[config.mk]
export PLATFORM = sky130hd
export DESIGN_NAME = seq_muldiv_unit_flat
export DESIGN_NICKNAME = d
export VERILOG_FILES = /design/src/rtl/seq_muldiv_unit_if.sv /design/src/rtl/seq_muldiv_unit.sv /design/src/flat_wrapper.sv
export SDC_FILE = /design/constraint.sdc
export NUM_CORES = 1
export LEC_CHECK = 0
export ABC_AREA = 1
export BUFFER_PORTS_ARGS = -buffer_cell sky130_fd_sc_hd__buf_2
export CAP_MARGIN = 20
export CORE_AREA = 2 2 122 124
export CTS_CLUSTER_SIZE = 16
export DETAILED_ROUTE_END_ITERATION = 16
export DIE_AREA = 0 0 124 126
export PLACE_DENSITY = 0.69
export SYNTH_ARGS = -nofsm -noshare
export SYNTH_HDL_FRONTEND = slang
export SYNTH_SLANG_ARGS = --single-unit
[constraint.sdc]
create_clock -name clk -period 5.25 [get_ports clk]
set_clock_uncertainty 0.1 [all_clocks]
set_input_delay 0.7875 -clock clk [delete_from_list [all_inputs] [get_ports clk]]
set_output_delay 0.7875 -clock clk [all_outputs]
set_load 0.1 [all_outputs]
[src/rtl/seq_muldiv_unit_if.sv]
// ---------------------------------------------------------------------------
// seq_muldiv_unit_if
// Issue/result bundle between the control unit and the multi-cycle
// multiply/divide engine.
//   start      issue request (sampled only while the engine is idle)
//   op         0=MUL 1=DIV 2=MOD 3=illegal
//   x_in/y_in  operands (multiplicand/dividend, multiplier/divisor)
//   result     MUL low half, DIV quotient, MOD remainder
//   result_hi  MUL high half, zero otherwise
//   ALU_ready  one-cycle completion pulse
//   flags      {V,C,N,Z}
// master = control-unit side, slave = engine side.
// ---------------------------------------------------------------------------
interface seq_muldiv_unit_if #(
    parameter int WIDTH = 16
);
    logic             start;
    logic [1:0]       op;
    logic [WIDTH-1:0] x_in;
    logic [WIDTH-1:0] y_in;
    logic [WIDTH-1:0] result;
    logic [WIDTH-1:0] result_hi;
    logic             ALU_ready;
    logic [3:0]       flags;

    modport master (
        output start, op, x_in, y_in,
        input  result, result_hi, ALU_ready, flags
    );

    modport slave (
        input  start, op, x_in, y_in,
        output result, result_hi, ALU_ready, flags
    );
endinterface

[src/rtl/seq_muldiv_unit.sv]
// ---------------------------------------------------------------------------
// seq_muldiv_unit
// Multi-cycle unsigned multiply / divide / modulo engine. Normal operations
// take WIDTH iterations (one per cycle); divide-by-zero and the illegal
// opcode finish immediately. ALU_ready pulses for one cycle in DONE, when
// result/result_hi/flags have just been updated.
// Ports:
//   clk    rising-edge clock
//   reset  synchronous, active-low
//   bus    seq_muldiv_unit_if slave (start/op/x_in/y_in in,
//          result/result_hi/ALU_ready/flags out)
// ---------------------------------------------------------------------------
module seq_muldiv_unit #(
    parameter int WIDTH = 16
) (
    input  logic               clk,
    input  logic               reset,
    seq_muldiv_unit_if.slave   bus
);
    localparam int CW = (WIDTH > 1) ? $clog2(WIDTH) : 1;
    localparam logic [CW-1:0] LAST_ITER = CW'(WIDTH - 1);

    localparam logic [1:0] OP_MUL = 2'd0;
    localparam logic [1:0] OP_DIV = 2'd1;
    localparam logic [1:0] OP_MOD = 2'd2;
    localparam logic [1:0] OP_ILL = 2'd3;

    localparam logic [1:0] ST_IDLE = 2'd0;
    localparam logic [1:0] ST_BUSY = 2'd1;
    localparam logic [1:0] ST_DONE = 2'd2;

    logic [1:0]       state;
    logic [CW-1:0]    counter;
    logic [1:0]       op_q;
    // MUL: acc_hi = running high half, acc_lo = multiplier shifting out /
    //      product low half shifting in, opnd_b = multiplicand.
    // DIV: acc_hi = partial remainder, acc_lo = dividend shifting out /
    //      quotient shifting in, opnd_b = divisor.
    logic [WIDTH-1:0] acc_hi;
    logic [WIDTH-1:0] acc_lo;
    logic [WIDTH-1:0] opnd_b;

    logic [WIDTH-1:0] result_q;
    logic [WIDTH-1:0] result_hi_q;
    logic [3:0]       flags_q;

    // ---------------- one iteration of the datapath ----------------
    logic [WIDTH:0]   mul_sum;
    logic [WIDTH:0]   div_shift;   // WIDTH+1-bit partial remainder
    logic             div_fits;
    logic [WIDTH-1:0] div_rem;
    logic [WIDTH-1:0] nxt_hi;
    logic [WIDTH-1:0] nxt_lo;

    // NOTE: every always_comb output gets a default first so no path
    // leaves it unassigned and no latch is inferred.
    always_comb begin
        mul_sum   = {1'b0, acc_hi} + (acc_lo[0] ? {1'b0, opnd_b} : '0);
        div_shift = {acc_hi, acc_lo[WIDTH-1]};
        div_fits  = (div_shift >= {1'b0, opnd_b});
        // The true difference is below the divisor, so WIDTH bits suffice.
        div_rem   = div_shift[WIDTH-1:0] - opnd_b;
        nxt_hi    = acc_hi;
        nxt_lo    = acc_lo;
        if (op_q == OP_MUL) begin
            nxt_hi = mul_sum[WIDTH:1];
            nxt_lo = {mul_sum[0], acc_lo[WIDTH-1:1]};
        end else if (div_fits) begin
            nxt_hi = div_rem;
            nxt_lo = {acc_lo[WIDTH-2:0], 1'b1};
        end else begin
            nxt_hi = div_shift[WIDTH-1:0];
            nxt_lo = {acc_lo[WIDTH-2:0], 1'b0};
        end
    end

    // ---------------- completion values ----------------
    logic             fast_done;   // skip BUSY: illegal op or divide by zero
    logic             fin_load;
    logic [WIDTH-1:0] fin_res;
    logic [WIDTH-1:0] fin_hi;
    logic             fin_c;
    logic             fin_v;

    always_comb begin
        fast_done = (bus.op == OP_ILL) ||
                    ((bus.op != OP_MUL) && (bus.y_in == '0));
        fin_load  = 1'b0;
        fin_res   = '0;
        fin_hi    = '0;
        fin_c     = 1'b0;
        fin_v     = 1'b0;
        if (state == ST_IDLE && bus.start && fast_done) begin
            fin_load = 1'b1;
            if (bus.op == OP_DIV) begin
                fin_res = '1;
                fin_v   = 1'b1;
            end else if (bus.op == OP_MOD) begin
                fin_res = bus.x_in;
                fin_v   = 1'b1;
            end
        end else if (state == ST_BUSY && counter == LAST_ITER) begin
            fin_load = 1'b1;
            case (op_q)
                OP_MUL: begin
                    fin_res = nxt_lo;
                    fin_hi  = nxt_hi;
                    fin_c   = (nxt_hi != '0);
                    fin_v   = (nxt_hi != '0);
                end
                OP_DIV:  fin_res = nxt_lo;
                default: fin_res = nxt_hi;
            endcase
        end
    end

    // ---------------- control and architectural outputs ----------------
    // NOTE: sequential state uses non-blocking assignments only, so every
    // register samples the pre-edge values of the others.
    always_ff @(posedge clk) begin
        if (!reset) begin
            state       <= ST_IDLE;
            counter     <= '0;
            result_q    <= '0;
            result_hi_q <= '0;
            flags_q     <= '0;
        end else begin
            case (state)
                ST_IDLE: begin
                    if (bus.start) begin
                        counter <= '0;
                        state   <= fast_done ? ST_DONE : ST_BUSY;
                    end
                end
                ST_BUSY: begin
                    counter <= counter + 1'b1;
                    if (counter == LAST_ITER) begin
                        state <= ST_DONE;
                    end
                end
                default: state <= ST_IDLE;
            endcase
            if (fin_load) begin
                result_q    <= fin_res;
                result_hi_q <= fin_hi;
                flags_q     <= {fin_v, fin_c, fin_res[WIDTH-1], fin_res == '0};
            end
        end
    end

    // NOTE: the operand/accumulator registers are left unreset on purpose;
    // they are always loaded at issue before anything reads them.
    always_ff @(posedge clk) begin
        if (state == ST_IDLE && bus.start) begin
            op_q   <= bus.op;
            acc_hi <= '0;
            if (bus.op == OP_MUL) begin
                acc_lo <= bus.y_in;
                opnd_b <= bus.x_in;
            end else begin
                acc_lo <= bus.x_in;
                opnd_b <= bus.y_in;
            end
        end else if (state == ST_BUSY) begin
            acc_hi <= nxt_hi;
            acc_lo <= nxt_lo;
        end
    end

    assign bus.result    = result_q;
    assign bus.result_hi = result_hi_q;
    assign bus.flags     = flags_q;
    assign bus.ALU_ready = (state == ST_DONE);

endmodule
[src/flat_wrapper.sv]
// flat-port wrapper written by rule: the top's interface ports become plain ports
module seq_muldiv_unit_flat 
#(
    parameter int WIDTH = 16
)
  (clk, reset, bus_start, bus_op, bus_x_in, bus_y_in, bus_result, bus_result_hi, bus_ALU_ready, bus_flags);
  seq_muldiv_unit_if #(.WIDTH(WIDTH)) bus_i ();
  input  logic clk;
  input  logic reset;
  input wire logic [$bits(bus_i.start)-1:0] bus_start;
  input wire logic [$bits(bus_i.op)-1:0] bus_op;
  input wire logic [$bits(bus_i.x_in)-1:0] bus_x_in;
  input wire logic [$bits(bus_i.y_in)-1:0] bus_y_in;
  output wire logic [$bits(bus_i.result)-1:0] bus_result;
  output wire logic [$bits(bus_i.result_hi)-1:0] bus_result_hi;
  output wire logic [$bits(bus_i.ALU_ready)-1:0] bus_ALU_ready;
  output wire logic [$bits(bus_i.flags)-1:0] bus_flags;
  assign bus_i.start = bus_start;
  assign bus_i.op = bus_op;
  assign bus_i.x_in = bus_x_in;
  assign bus_i.y_in = bus_y_in;
  assign bus_result = bus_i.result;
  assign bus_result_hi = bus_i.result_hi;
  assign bus_ALU_ready = bus_i.ALU_ready;
  assign bus_flags = bus_i.flags;
  seq_muldiv_unit #(.WIDTH(WIDTH)) u_core (.clk(clk), .reset(reset), .bus(bus_i));
endmodule
==> results of run 1 <==
registers in the layout (all words and copies together), names as in the netlist:
| register | count |
|---|---|
| u_core.acc_hi | 16 |
| u_core.acc_lo | 16 |
| u_core.bus.flags | 4 |
| u_core.bus.result | 15 |
| u_core.bus.result_hi | 16 |
| u_core.counter | 4 |
| u_core.op_q | 2 |
| u_core.opnd_b | 16 |
| u_core.state | 2 |
cell families after synthesis:
family / Yosys count
mux: 2
flops: 91
compound gates: 170
simple gates: 577
buf+inv: 225
xor+xnor: 9
fa+ha+maj: 39
layer usage:
layer / track usage (%) / share of wire, % / vias up / wire length, um
li1: - / - / 3642 / -
met1: 38.1 / 43 / 3256 / 9190
met2: 47.3 / 48 / 274 / 10200
met3: 2.99 / 6.4 / 41 / 1360
met4: 10.9 / 3.0 / 0 / 651
met5: 0 / 0 / - / 0
layout by cell type, fill, tap and decap left out, types with 3 or more instances in the layout:
cell type and n:
buf_2 73, or2_2 14, ha_1 36, buf_4 5, nand3_1 73, a21oi_1 63
xnor2_1 7, nand2_1 371, o22ai_1 5, nor2_2 5, edfxtp_1 34, o21bai_1 5
clkbuf_16 9, nand2_2 6, dfxtp_1 57, o211ai_1 9, inv_1 182, a22o_1 5
nor2_4 3, o21ai_0 76, nand4_1 16, inv_2 3, nand3_2 8, nor3_1 11
nor2_1 61
power by group:
part | internal, uW | total (uW) | switching (uW) | leakage, uW
logic | 434 | 1350 | 919 | 0.00329
registers | 821 | 901 | 80.7 | 0.000793
clock network | 389 | 689 | 301 | 0.000156
final cells by class:
cell class	instances	area, sq um
fillers	1498	6480
repair buffers	78	403
inverters	186	698
flip-flops and latches	91	2160
clock inverters	6	70.1
clock buffers	10	239
multi-input cells	797	4030
well taps	184	230
worst paths after layout:
path	cells after the start	to	slack, ns	start
worst min-delay path	2	u_core.bus.result_hi[6]$_SDFFE_PN0P_	0.36	u_core.bus.result_hi[6]$_SDFFE_PN0P_
worst max-delay path	23	u_core.bus.flags[2]$_SDFFE_PN0P_	1.89	u_core.acc_lo[0]$_DFFE_PP_
worst min register to register	2	u_core.bus.result_hi[6]$_SDFFE_PN0P_	0.36	u_core.bus.result_hi[6]$_SDFFE_PN0P_
worst max register to register	23	u_core.bus.flags[2]$_SDFFE_PN0P_	1.89	u_core.acc_lo[0]$_DFFE_PP_
through the flow:
stage                     utilization (%)  power [uW]  cell area (sq um)
after floorplan                         -        1900               7070
after global placement               52.6        2240               7520
after detailed placement             52.6        2240               7520
after CTS                            54.7        2930               7830
after global routing                 54.7        3140               7830
final                                54.7        2940               7830
worst max-delay path, cell delays in order, from the launching register on:
cell and delay [ns]:
edfxtp_1 0.69, nand2_1 0.11, inv_1 0.08, ha_1 0.15, inv_1 0.05, fa_1 0.40, inv_1 0.09, nand3_1 0.06
nand2_1 0.13, inv_1 0.05, nor2_1 0.11, nor2_1 0.08, nor2_1 0.15, nand3_1 0.11, nand2_1 0.07, nand2_1 0.06
nand3_1 0.07, o21ai_1 0.09, nor2_1 0.11, nand2_1 0.06, nor2_1 0.17, nand2_1 0.07, nand2_1 0.08, a21oi_1 0.07
==> impl_metrics.py, run 1 <==
metrics = {
    "drt": {
        "finalWirelength_mm": 21.4,
        "ant_nets": 0,
        "wl_per_cell_um": 15.8,
        "post_drt_via_cell_ratio": 5.34,
        "drc": 0,
        "drt-pass1-iter-count": 5,
        "drtIter0Drc": 685,
        "dr_total_vias": 7213,
    },
    "setup_path": {
        "path_max_fanout": 17,
        "worstSetupPathType": "flip-flop to flip-flop",
        "crit_path_end_kind": "flip-flop",
        "cp.required_ns": 5.35,
        "start_kind": "flip-flop",
        "arrival_ns": 3.46,
    },
    "cts": {
        "cts_buffers": 9,
        "h-tree-depth": 3,
        "tritoncts": "yes",
        "postCtsSetupBuffers": 0,
        "clk_latency_ns": 0.36,
        "cts.path.max_buffers": 2,
        "cts_resized": 0,
        "cts-hold-fix-buffers": 0,
        "root_buffer": "clkbuf_16",
        "cts.sinks": 91,
        "clkTransAtPathRegs_ns": 0.07,
    },
    "logic_synthesis": {
        "synth_fa_ha_area_share_pct": 7.12,
        "muxShareOfSynthArea_pct": 0.283,
        "synth_area_sq_um": 7070,
        "avgSynthCellArea_sq_um": 6.35,
        "postSynth.asyncResetShare_pct": 0,
        "synth_top_area_share_pct": 19.7,
        "ys_top_cells_by_area": "nand2_1 20%, dfxtp_1 16%, edfxtp_1 14%",
        "synth_enable_flop_cells": 34,
        "synth_compound_area_share_pct": 13.1,
        "synth_ff_type": "dfxtp_1",
        "yosysWarnings": 0,
        "ys_types": 44,
        "synth_top_cells_by_count": "371 x nand2_1, 182 x inv_1, 76 x o21ai_0, 73 x nand3_1, 63 x a21oi_1",
        "postSynthCellCount": 1113,
        "synth_area_leader_cell": "nand2_1",
        "synth_seq_area_share_pct": 30.6,
        "synth_xor_area_share_pct": 1.12,
        "synth_fp_nets": 1189,
        "synth_top_family_by_area": "simple AND/OR/NAND/NOR gates",
        "synth-simple-area-share_pct": 35.3,
        "ys_ff_latch": 91,
        "synth.most_common_cell": "nand2_1",
    },
    "sta": {
        "relSlewSlack_pct": 29.7,
        "period_minus_slack_ns": 3.36,
        "worst_pin_slew_ns": 1.05,
        "finalHoldWorstSlack_ns": 0.358,
        "timing.final.crit_share_pct": 63.9,
        "rsz0062_at_grt": "false",
        "setup_violations": 0,
        "fin_ws_ns": 1.89,
        "tns_ns": 0,
        "slew_viol_final": 0,
        "hold_violations": 0,
        "max_freq_ghz": 0.298,
    },
    "power_and_ir_drop": {
        "power.leakage_uw": 0.00423,
        "power.density_nw_per_um2": 376,
        "peakVddDrop_uv": 218,
    },
    "cells_and_area": {
        "nets": 1239,
        "syn2layout_area_growth_pct": 10.8,
        "diodes": 0,
        "instances_no_fill": 1352,
        "drive_above_1_share_pct": 11.8,
    },
    "place": {
        "place_inst": 1336,
        "hpwlAfterDp_mm": 17.0,
        "routabilityCongestion": 0.934,
        "place_ws_ns": 1.74,
        "numPortBuffers": 73,
    },
    "floorplanning": {
        "fp.coreArea_sq_um": 14300,
        "die_w_um": 124,
        "die_height_um": 126,
        "rows": 44,
        "initial_core_util_pct": 49.4,
        "dieArea_sq_um": 15600,
        "ios": 74,
    },
    "flow_run": {
        "drv_cap": 0,
    },
    "min_path": {
        "hold_path_class": "flip-flop to flip-flop",
    },
    "grt": {
        "grt_pass1_wl_mm": 33.8,
        "grtUsageTotal_pct": 28.5,
        "grt_pass1_vias": 6700,
        "grt_max_degree": 66,
        "antenna_found_initial": 0,
        "grt_overflow_total": 0,
    },
    "status": {
        "outcome": "finished clean",
    },
}
Power figures use the tool's default switching activity.
==> inputs of run 2 (changes only) <==
PLACE_DENSITY = 0.72   (was 0.69)
clock period = 2.9 ns   (was 5.25 ns; I/O delays follow)
==> run 2 against run 1 <==
Net effect:
- critical endpoint unchanged
- clock power rose by 61%
- routed wire length rose by 7.8%
- sequential cell count did not move
- die area did not move
- clock-buffer cell count unchanged
- register-to-register slack worse by 1.8 ns
- largest cell class unchanged
==> impl_metrics.py, run 2 (synthesis gave the netlist of run 1 again) <==
metrics = {
    "setup_path": {
        "r2r_end": "u_core.bus.flags[2]$_SDFFE_PN0P_",
        "crit_slowest_cell": "edfxtp_1",
        "start_kind": "flip-flop",
        "crit_path_end_kind": "flip-flop",
        "crit_top_cell": "nand2_1",
        "crit_chain": "nand2_1, inv_2, ha_4, inv_2, fa_2, inv_2, nand3_2, nand2_4, inv_2, nor2_4, nor2_2, nor2_2, nand3_2, nand2_1, nand2_1, nand3_1, o21ai_1, nor2_1, nand2_1, nor2_2, nand2_1, nand2_2, a21oi_1",
        "max_stage_delay_ns": 0.40,
        "crit_family": "simple AND/OR/NAND/NOR gates",
        "cp.required_ns": 3.02,
        "arrival_ns": 2.94,
        "cp.buffers_inverters": 4,
        "path_max_fanout": 4,
        "timing.rr.start": "u_core.acc_lo[0]$_DFFE_PP_",
        "r2r_cells": 23,
        "reg2reg_slack_ns": 0.09,
        "worstSetupPathType": "flip-flop to flip-flop",
    },
    "sta": {
        "period_minus_slack_ns": 2.81,
        "relSlewSlack_pct": 56.5,
        "timing.final.crit_share_pct": 97.0,
        "finalHoldWorstSlack_ns": 0.218,
        "setup_violations": 0,
        "worst_pin_slew_ns": 0.651,
        "slew_viol_final": 0,
        "hold_violations": 0,
        "rsz0062_at_grt": "true",
        "max_freq_ghz": 0.355,
    },
    "drt": {
        "wl_per_cell_um": 16.1,
        "ant_nets": 0,
        "drtIter0Drc": 609,
        "drc": 0,
        "drt-pass1-iter-count": 6,
        "dr_total_vias": 7770,
        "post_drt_via_cell_ratio": 5.43,
        "finalWirelength_mm": 23.0,
    },
    "floorplanning": {
        "die_height_um": 126,
        "ios": 74,
        "die_w_um": 124,
        "rows": 44,
        "initial_core_util_pct": 49.4,
        "fp.coreArea_sq_um": 14300,
        "dieArea_sq_um": 15600,
    },
    "cts": {
        "cts.sinks": 91,
        "clk_latency_ns": 0.35,
        "clkTransAtPathRegs_ns": 0.07,
        "tritoncts": "yes",
        "cts.path.max_buffers": 2,
        "h-tree-depth": 3,
        "cts-hold-fix-buffers": 0,
        "root_buffer": "clkbuf_16",
        "cts_buffers": 9,
    },
    "grt": {
        "grtUsageTotal_pct": 29.2,
        "grt_overflow_total": 0,
        "grt_pass1_vias": 7059,
        "grt_max_degree": 65,
        "antenna_found_initial": 0,
        "grt_pass1_wl_mm": 34.9,
    },
    "min_path": {
        "hp-start": "bus_op[0]",
        "min_to": "u_core.op_q[0]$_DFFE_PP_",
        "min_delay_path_depth": 1,
        "hold_path_class": "input port to flip-flop",
    },
    "power_and_ir_drop": {
        "power.density_nw_per_um2": 678,
        "peakVddDrop_uv": 421,
        "power.leakage_uw": 0.00467,
    },
    "status": {
        "outcome": "finished clean",
    },
    "cells_and_area": {
        "instances_no_fill": 1431,
        "nets": 1318,
        "syn2layout_area_growth_pct": 27.3,
        "final_cell_mix": "342 x nand2_1, 174 x inv_1, 79 x buf_4",
        "final_common_cell": "nand2_1",
        "diodes": 0,
        "drive_above_1_share_pct": 26.3,
    },
    "flow_run": {
        "drv_cap": 0,
    },
    "place": {
        "numPortBuffers": 73,
        "routabilityCongestion": 0.947,
        "hpwlAfterDp_mm": 17.5,
        "place_inst": 1399,
    },
}
## run 2: cell types whose count changed in the layout (fill, tap and decap cells not counted), sizes merged
cell / before / now
inv: 189 / 188
buf: 78 / 157
clkinvlp: 0 / 2
bufinv: 1 / 0
## run 2: layout make-up
type                            count  area (sq um)
Fill cell                        1357          5310
Inverter                          186           698
Clock inverter                      6          46.3
Sequential cell                    91          2160
Tap cell                          184           230
Timing Repair Buffer              157          1010
Multi-Input combinational cell    797          4620
Clock buffer                       10           229
## run 2: metrics by stage
step	worst slack (ns)	TNS, ns	util, %	cell area [sq um]	total power [uW]
finish	0.0857	0	62.9	9000	6100
global route	-0.105	-0.250	62.9	9000	6470
CTS	0.00775	0	58.0	8300	5510
detailed placement	-0.132	-0.140	55.9	8000	4370
global placement	-0.0903	-0.0903	55.9	8000	4360
floorplan	0.0362	0	-	7070	3450
## run 2: per-layer routing
metal  wire (um)  vias to the layer above  global-route usage, %
met3        1920                       64                   5.43
met5           0                        -                      0
met2       11300                      360                   48.5
li1            -                     3817                      -
met4         714                        0                   9.72
met1        9140                     3529                   38.0
## run 2: timing repair
action / in CTS / in global routing
resized for setup: 7 / 138
gates cloned: 0 / 1
setup buffers: 1 / 14
endpoints found under the setup margin: 3 / 15
pin swaps: 1 / 31
## run 2: worst max path at each step
stage	start	endpoint	cells past startpoint
2_1_floorplan	u_core.acc_lo[0]$_DFFE_PP_	u_core.bus.flags[2]$_SDFFE_PN0P_	25
3_3_place_gp	u_core.acc_lo[0]$_DFFE_PP_	u_core.bus.flags[0]$_SDFFE_PN0P_	17
3_5_place_dp	u_core.acc_lo[0]$_DFFE_PP_	u_core.bus.flags[0]$_SDFFE_PN0P_	17
4_1_cts	u_core.acc_lo[0]$_DFFE_PP_	u_core.bus.flags[3]$_SDFFE_PN0P_	23
5_1_grt	u_core.acc_lo[15]$_DFFE_PP_	u_core.bus.flags[0]$_SDFFE_PN0P_	19
6_report	u_core.acc_lo[0]$_DFFE_PP_	u_core.bus.flags[2]$_SDFFE_PN0P_	23
## run 2: power breakdown
part / internal [uW] / total [uW] / switching (uW)
logic: 1340 / 3350 / 2010
clock network: 589 / 1110 / 521
registers: 1490 / 1640 / 159
total: 3410 / 6100 / 2690
==> inputs of run 3 (changes only) <==
PLACE_DENSITY = 0.69   (was 0.72)
clock period = 2.7 ns   (was 2.9 ns; I/O delays follow)
==> run 3 against run 2 <==
Net effect:
- the flow now finishes with violations (negative setup slack)
- first-iteration DRC count up 19%
- combinational power up 41%
- routed wire length up 8.5%
- total power up 26%
- sequential cell count unchanged
- critical path depth down 3
- largest cell class unchanged
- highest routed layer unchanged
==> impl_metrics.py, run 3 (synthesis gave the netlist of run 1 again) <==
metrics = {
    "cells_and_area": {
        "final_util_pct": 70.1,
        "nets": 1418,
        "syn2layout_area_growth_pct": 41.9,
        "final_common_cell": "nand2_1",
        "diodes": 0,
        "drive_above_1_share_pct": 34.8,
        "fill_cells": 1243,
        "final_cell_mix": "322 x nand2_1, 175 x buf_4, 168 x inv_1",
    },
    "cts": {
        "cts_buffers": 9,
        "cts.path.max_buffers": 2,
        "h-tree-depth": 3,
        "clkTransAtPathRegs_ns": 0.07,
        "cts.sinks": 91,
        "root_buffer": "clkbuf_16",
        "cts-hold-fix-buffers": 0,
        "tritoncts": "yes",
        "clk_latency_ns": 0.35,
    },
    "drt": {
        "finalWirelength_mm": 25.0,
        "drtIter0Drc": 723,
        "wl_met3_mm": 1.81,
        "post_drt_via_cell_ratio": 5.32,
        "met1Wirelength_mm": 10.1,
        "dr_wl_met2_mm": 12.2,
        "wl_per_cell_um": 16.3,
        "drt-pass1-iter-count": 7,
        "drc": 0,
        "dr_total_vias": 8147,
        "ant_nets": 0,
        "routed.top_layer": "met4",
    },
    "sta": {
        "timing.final.crit_share_pct": 105,
        "fin_ws_ns": -0.145,
        "rsz0062_at_grt": "true",
        "hold_violations": 0,
        "slew_viol_final": 0,
        "worst_pin_slew_ns": 0.623,
        "setup_violations": 7,
        "relSlewSlack_pct": 58.3,
        "max_freq_ghz": 0.351,
        "period_minus_slack_ns": 2.84,
    },
    "setup_path": {
        "reg2reg_slack_ns": -0.14,
        "timing.rr.start": "u_core.opnd_b[9]$_DFFE_PP_",
        "crit_chain": "inv_2, ha_4, nand2_2, nor2_4, nand2_2, nor3_4, nor2_4, buf_6, nand2_8, buf_4, nand3_4, nand2_4, buf_4, o21ai_2, nor2_2, nand2_1, nor2_1, nand2_1, nand2_2, a21oi_1",
        "crit_family": "simple AND/OR/NAND/NOR gates",
        "cp.required_ns": 2.82,
        "cp.depth": 20,
        "worstSetupStartpoint": "u_core.opnd_b[9]$_DFFE_PP_",
        "r2r_end": "u_core.bus.flags[2]$_SDFFE_PN0P_",
        "r2r_cells": 20,
        "cp.buffers_inverters": 4,
        "crit_path_end_kind": "flip-flop",
        "crit_path_end": "u_core.bus.flags[2]$_SDFFE_PN0P_",
        "crit_slowest_cell": "edfxtp_1",
        "path_max_fanout": 8,
        "start_kind": "flip-flop",
        "arrival_ns": 2.96,
        "worstSetupPathType": "flip-flop to flip-flop",
        "max_stage_delay_ns": 0.43,
        "crit_top_cell": "nand2_2",
    },
    "place": {
        "numPortBuffers": 73,
        "hpwlAfterDp_mm": 18.3,
        "place_ws_ns": -0.325,
        "routabilityCongestion": 1.01,
    },
    "flow_run": {
        "drv_cap": 0,
    },
    "grt": {
        "grt_pass1_wl_mm": 36.7,
        "grt_pass1_vias": 7417,
        "antenna_found_initial": 0,
        "grt_max_degree": 65,
        "grtUsageTotal_pct": 30.6,
        "grt_overflow_total": 0,
    },
    "power_and_ir_drop": {
        "peakVddDrop_uv": 345,
        "power.density_nw_per_um2": 766,
        "power.leakage_uw": 0.00525,
    },
    "floorplanning": {
        "rows": 44,
        "ios": 74,
        "dieArea_sq_um": 15600,
        "fp.coreArea_sq_um": 14300,
        "die_height_um": 126,
        "initial_core_util_pct": 49.4,
        "die_w_um": 124,
    },
    "status": {
        "outcome": "finished, violations left",
        "violations": "negative setup slack",
    },
    "min_path": {
        "hold_path_class": "input port to flip-flop",
    },
}
[run 3: cell count changes in the layout (fill, tap and decap cells not counted), sizes merged]
| cell | delta |
|---|---|
| buf | +98 |
| clkinv | +1 |
| clkbuf | +2 |
| nand2 | +1 |
| clkinvlp | -2 |
[run 3: worst reg2reg max path: stages (launching register included)]
cell and delay, ns:
edfxtp_1 0.43, inv_2 0.07, ha_4 0.29, nand2_2 0.08, nor2_4 0.12, nand2_2 0.08, nor3_4 0.22, nor2_4 0.07
buf_6 0.13, nand2_8 0.10, buf_4 0.14, nand3_4 0.07, nand2_4 0.10, buf_4 0.12, o21ai_2 0.06, nor2_2 0.16
nand2_1 0.08, nor2_1 0.10, nand2_1 0.06, nand2_2 0.07, a21oi_1 0.07
[run 3: routing by layer]
| metal | up-vias | track usage, % |
|---|---|---|
| met5 | - | 0 |
| met4 | 0 | 11.4 |
| met3 | 72 | 5.03 |
| met2 | 350 | 51.0 |
| met1 | 3718 | 39.5 |
| li1 | 4007 | - |
[run 3: worst min path at each step]
stage,from,endpoint,slack [ns],depth (start not counted)
after floorplan,u_core.counter[3]$_SDFFE_PN0P_,u_core.counter[3]$_SDFFE_PN0P_,0.34,2
after global placement,u_core.bus.result_hi[13]$_SDFFE_PN0P_,u_core.bus.result_hi[13]$_SDFFE_PN0P_,0.34,2
after detailed placement,u_core.bus.result_hi[4]$_SDFFE_PN0P_,u_core.bus.result_hi[4]$_SDFFE_PN0P_,0.35,2
after CTS,bus_op[1],u_core.op_q[1]$_DFFE_PP_,0.19,1
after global routing,bus_op[1],u_core.op_q[1]$_DFFE_PP_,0.20,1
final,bus_op[1],u_core.op_q[1]$_DFFE_PP_,0.20,1
[run 3: power by group]
| group | leakage [uW] | switching [uW] | total (uW) | internal [uW] |
|---|---|---|---|---|
| Clock | 0.000141 | 571 | 1230 | 655 |
| Combinational | 0.00432 | 2600 | 4730 | 2130 |
| Sequential | 0.000793 | 132 | 1730 | 1590 |
[run 3: area by class of cell]
type / instances / area, sq um / area share (%)
Clock inverter: 5 / 35.0 / 0.349
Sequential cell: 91 / 2160 / 21.6
Timing Repair Buffer: 256 / 1800 / 17.9
Inverter: 186 / 698 / 6.96
Tap cell: 184 / 230 / 2.30
Multi-Input combinational cell: 798 / 4870 / 48.5
Clock buffer: 11 / 243 / 2.42
[run 3: timing repair]
action | in CTS | in global routing
setup buffers | 6 | 14
setup endpoints to repair | 17 | 28
pin swaps | 5 | 51
cloned | 0 | 3
gates resized for setup | 42 | 155
[run 3: per-stage QoR]
step	cells	hold WS, ns	setup TNS, ns	total power [uW]	cell area [sq um]
after global placement	1494	0.345	-1.20	5350	8720
after floorplan	1113	0.343	0	3720	7090
final	1531	0.199	-0.399	7680	10000
after CTS	1516	0.191	-0.483	6800	9230
after detailed placement	1494	0.350	-1.39	5370	8720
after global routing	1531	0.199	-2.44	8100	10000
